$ cat src/rtl/hb_bridge_array.sv
// Multi-channel H-bridge gate driver with per-channel break-before-make sequencing.
// Optional fault sensing on driven legs is enabled by defining HB_FAULT_SENSE_EN.
module hb_bridge_array #(
    parameter int NUM_CH = 4,
    parameter int DEAD_W = 8
) (
    input  logic                  clock,
    input  logic                  reset,
    input  logic                  enable,
    input  logic [DEAD_W-1:0]     dead_time,
    input  logic [2*NUM_CH-1:0]   cmd,
`ifdef HB_FAULT_SENSE_EN
    input  logic [NUM_CH-1:0]     sns_a,
    input  logic [NUM_CH-1:0]     sns_b,
    input  logic                  fault_clr,
    output logic [NUM_CH-1:0]     fault,
`endif
    output logic [NUM_CH-1:0]     pa_n,
    output logic [NUM_CH-1:0]     pb_n,
    output logic [NUM_CH-1:0]     na,
    output logic [NUM_CH-1:0]     nb,
    output logic [NUM_CH-1:0]     busy
);

    localparam logic [1:0] S_OFF   = 2'd0;
    localparam logic [1:0] S_DEAD  = 2'd1;
    localparam logic [1:0] S_DRIVE = 2'd2;

    localparam logic [1:0] C_COAST = 2'b00;
    localparam logic [1:0] C_FWD   = 2'b01;
    localparam logic [1:0] C_REV   = 2'b10;
    localparam logic [1:0] C_BRK   = 2'b11;

    for (genvar i = 0; i < NUM_CH; i++) begin : g_ch
        logic [1:0]        state_q, state_d;
        logic [1:0]        act_q, act_d;
        logic [1:0]        tgt_q, tgt_d;
        logic [DEAD_W-1:0] cnt_q, cnt_d;
        logic [1:0]        c;
        logic [1:0]        drv;
        logic              hold;
        logic              pa_q, pb_q, na_q, nb_q;

        assign c   = cmd[2*i +: 2];
        assign drv = (state_q == S_DRIVE) ? act_q : C_COAST;

        always_comb begin
            state_d = state_q;
            act_d   = act_q;
            tgt_d   = tgt_q;
            cnt_d   = cnt_q;
            if (!enable || hold) begin
                state_d = S_OFF;
                act_d   = C_COAST;
                cnt_d   = '0;
            end else if (state_q == S_DEAD) begin
                if (c != tgt_q) begin
                    tgt_d = c;
                    cnt_d = dead_time;
                end else if (cnt_q <= DEAD_W'(1)) begin
                    // a zero load still spends one cycle in DEAD
                    state_d = S_DRIVE;
                    act_d   = tgt_q;
                    cnt_d   = '0;
                end else begin
                    cnt_d = cnt_q - DEAD_W'(1);
                end
            end else if (c != act_q) begin
                state_d = S_DEAD;
                tgt_d   = c;
                cnt_d   = dead_time;
            end
        end

        always_ff @(posedge clock) begin
            if (reset) begin
                state_q <= S_OFF;
                act_q   <= C_COAST;
                tgt_q   <= C_COAST;
                cnt_q   <= '0;
                pa_q    <= 1'b1;
                pb_q    <= 1'b1;
                na_q    <= 1'b0;
                nb_q    <= 1'b0;
            end else begin
                state_q <= state_d;
                act_q   <= act_d;
                tgt_q   <= tgt_d;
                cnt_q   <= cnt_d;
                pa_q    <= (drv != C_FWD);
                pb_q    <= (drv != C_REV);
                na_q    <= (drv == C_REV) || (drv == C_BRK);
                nb_q    <= (drv == C_FWD) || (drv == C_BRK);
            end
        end

`ifdef HB_FAULT_SENSE_EN
        logic mis, mis_q, fault_q, fault_set;

        // high side on should read back 1, low side on should read back 0
        assign mis = (state_q == S_DRIVE) &&
                     ((!pa_q && !sns_a[i]) || (na_q && sns_a[i]) ||
                      (!pb_q && !sns_b[i]) || (nb_q && sns_b[i]));
        assign fault_set = mis && mis_q && !fault_q;
        assign hold      = fault_q || fault_set;

        always_ff @(posedge clock) begin
            if (reset) begin
                mis_q   <= 1'b0;
                fault_q <= 1'b0;
            end else begin
                mis_q <= mis && !fault_q;
                if (fault_clr) begin
                    fault_q <= 1'b0;
                end else if (fault_set) begin
                    fault_q <= 1'b1;
                end
            end
        end

        assign fault[i] = fault_q;
`else
        assign hold = 1'b0;
`endif

        assign pa_n[i] = pa_q;
        assign pb_n[i] = pb_q;
        assign na[i]   = na_q;
        assign nb[i]   = nb_q;
        assign busy[i] = (state_q == S_DEAD);
    end

endmodule

$ cat config.mk
export PLATFORM = sky130hd
export DESIGN_NAME = hb_bridge_array
export DESIGN_NICKNAME = d
export VERILOG_FILES = /design/src/rtl/hb_bridge_array.sv
export SDC_FILE = /design/constraint.sdc
export NUM_CORES = 1
export LEC_CHECK = 0
export CORE_MARGIN = 4
export CORE_UTILIZATION = 38
export CTS_CLUSTER_SIZE = 24
export DETAILED_ROUTE_END_ITERATION = 8
export SYNTH_ARGS = -nofsm -noshare
export SYNTH_HDL_FRONTEND = slang
export SYNTH_SLANG_ARGS = --single-unit
$ cat constraint.sdc
create_clock -name clock -period 6.08 [get_ports clock]
set_input_delay 1.216 -clock clock [delete_from_list [all_inputs] [get_ports clock]]
set_output_delay 1.216 -clock clock [all_outputs]
set_load 0.03 [all_outputs]
==> metrics <==
outcome completed; Post-Synthesis Cells 460; R2R depth 6; Port Buffer Count 38; CP top delay family simple AND/OR/NAND/NOR gates; Pins Over Slew Limit 0; crit path cell chain clkdlybuf4s50_1 > nor2b_2 > nand2_1 > o22ai_1; Avg Cell Area, Syn 8.18 um2; Num CTS Buffers 9; initial DRC count 158; CTS tree yes; Critical Path Source Type primary input; core area 9730 um2; Top FF cell, synth dfxtp_1; routed vias 3,343; sequential area share after synthesis 38.3%; Die H 108 um; Unique masters post-synth 50; FF-to-FF End g_ch[2].cnt_q[3]; boundary pin count 39; Routed Antenna Nets 0; Placer Congestion 0.817; most used standard cell by instance count after synthesis dfxtp_1; vias in the first global route roughly 3,100; maxcap violations 0; row count 36; HP Start g_ch[0].tgt_q[1]; area share of the largest cell type after synthesis about two fifths; max_slew headroom 32.6%; Cell Area, Synth 3760 um2; Crit Path Class primary input to flop; flop2flop setup slack 3.76 ns; Setup Viol. Count Final 0; largest net degree at the start of global routing 28; antenna violations before repair 0; CP arrival 3.37 ns; Tot Pwr 1.10 mW; RSZ-0062 raised after global routing false; drt first pass iters 5; ys async rst share 0%; Layout area overhead 15.5%; FF-to-FF Start g_ch[2].cnt_q[2]; leading post-synthesis cells by cell area dfxtp_1 (38%), a21oi_1 (6.5%), nand2_1 (4.2%); final hold viol count 0; CP Capture Type flop; final period utilization 51.0%; DIE WIDTH ~110 um; Least-Margin Pin Slew 1.01 ns; Post-synth EDFFs 0; GRT Overall Usage 15.8%; Pwr Density 253 nW/um2; Antenna Cells 0; worst path bufs/invs 1; drt wl/cell about 15 um; Fin Clk Skew around 0.011 ns; Hold Path Class flop to flop; WL final 8920 um; critical path's largest stage delay 0.88 ns; Min Hold Slack 0.489 ns; global-route wire length before repair 14,500 um; Fmax 0.323 GHz; Nets between 500 and 600; Congestion Overflow GR 0; Skew-Pair Late Insertion Delay 0.35 ns; H-tree depth 3; synthesized flop and latch total 72; Vias per Instance 5.45; fill count 966; Hold Path Sink g_ch[0].tgt_q[1]; slowest CP cell nor2b_2; Synthesis Warnings 0; Initial Utilization between 30 and 40%; CTS root buffer clkbuf_8; leakage 1.56 nW; Post-CTS Hold Fix Bufs 0; hold path depth 2; setup_tns 0 ns; # Post-CTS Setup Buffers 0; CP required roughly 6.4 ns; share of layout cells above drive strength 1 6.25%; Clock transition at path regs 0.08 ns; Clock Tree Buf Depth 2; most frequent cells after synthesis dfxtp_1 (72), a21oi_1 (49), nand2_1 (42); post-layout min period 3.10 ns; DRC violations left 0; post_cts resized 0; post-detail-place hpwl approximately 6400 um; peak supply drop around 0.11 mV; Synth Net Count 487; clock sink count 72; Crit Path Max Fanout 27; die area around 12,000 um2; area leader, netlist dfxtp_1
[tightest hold or removal path, delay by kind of cell (launching register included)]
| kind | cells | cell delay [ns] |
|---|---|---|
| compound gates | 1 | 0.06 |
| flops | 1 | 0.33 |
| simple gates | 1 | 0.06 |
[sequential cells by signal (all words and copies together), names as in the netlist]
name	cells
g_ch.cnt_q	32
g_ch.act_q	8
g_ch.state_q	8
g_ch.tgt_q	8
g_ch.na_q	4
g_ch.nb_q	4
g_ch.pa_q	4
g_ch.pb_q	4
[routing by layer]
metal	global-route usage [%]	routed length, um	up-vias
met5	0	0	-
met4	6.13	151	0
met3	2.76	532	12
met2	24.8	3960	109
met1	21.6	4280	1534
li1	-	-	1688
[where the power goes]
group	total, mW	internal, mW	switching, mW	leakage, nW
Combinational	0.176	0.0703	0.105	0.866
Clock	0.420	0.232	0.188	0.110
Sequential	0.506	0.487	0.0192	0.587
[logic make-up (layout without fill, tap and decap cells)]
kind of cell	Yosys count	after routing	share of synthesized area, %
AND/OR/NAND/NOR	193	193	28.1
AO/OA/AOI/OAI	109	109	17.2
flip-flops	72	72	38.3
buffers and inverters	50	70	6.85
XOR/XNOR	16	16	3.72
multiplexers	12	12	3.19
adder cells (fa/ha/maj)	8	8	2.66
[stage by stage]
stage | cells | setup WS (ns) | util [%] | cell area [um2]
2_1_floorplan | 460 | 3.60 | - | 3760
3_3_place_gp | 597 | 2.68 | 42.4 | 4130
3_5_place_dp | 597 | 2.61 | 42.4 | 4130
4_1_cts | 613 | 2.98 | 44.7 | 4350
5_1_grt | 613 | 2.73 | 44.7 | 4350
6_report | 613 | 2.98 | 44.7 | 4350
[cell usage in the layout (no fill, tap or decap), types with 5 or more instances in the layout]
| cell | instances |
|---|---|
| a21oi_1 | 49 |
| clkbuf_8 | 9 |
| clkdlybuf4s50_1 | 38 |
| dfxtp_1 | 72 |
| ha_1 | 8 |
| inv_1 | 13 |
| mux2i_1 | 12 |
| nand2_1 | 42 |
| nand2b_1 | 13 |
| nand3_1 | 26 |
| nor2_1 | 38 |
| nor3_1 | 24 |
| nor4_1 | 10 |
| nor4bb_1 | 8 |
| o21ai_0 | 22 |
| o22ai_1 | 8 |
| o31ai_1 | 7 |
| or4_1 | 5 |
| xnor2_1 | 12 |
[area by class of cell]
cell class	instances	area, um2	share of cell area (%)
repair buffers	41	403	9.27
multi-input cells	338	2070	47.6
clock buffers	9	124	2.85
well taps	133	166	3.83
clock inverters	7	95.1	2.19
flip-flops and latches	72	1440	33.2
inverters	13	48.8	1.12
[how the worst max path moves through the flow]
stage / from / to / slack, ns / cells after the start
3_5_place_dp: enable / g_ch[3].cnt_q[5] / 2.61 / 4
5_1_grt: enable / g_ch[1].cnt_q[4] / 2.73 / 4
3_3_place_gp: enable / g_ch[1].cnt_q[6] / 2.68 / 4
4_1_cts: enable / g_ch[3].cnt_q[5] / 2.98 / 4
2_1_floorplan: cmd[7] / g_ch[3].cnt_q[2] / 3.60 / 7
6_report: enable / g_ch[1].cnt_q[4] / 2.98 / 4
Power figures use the tool's default switching activity.
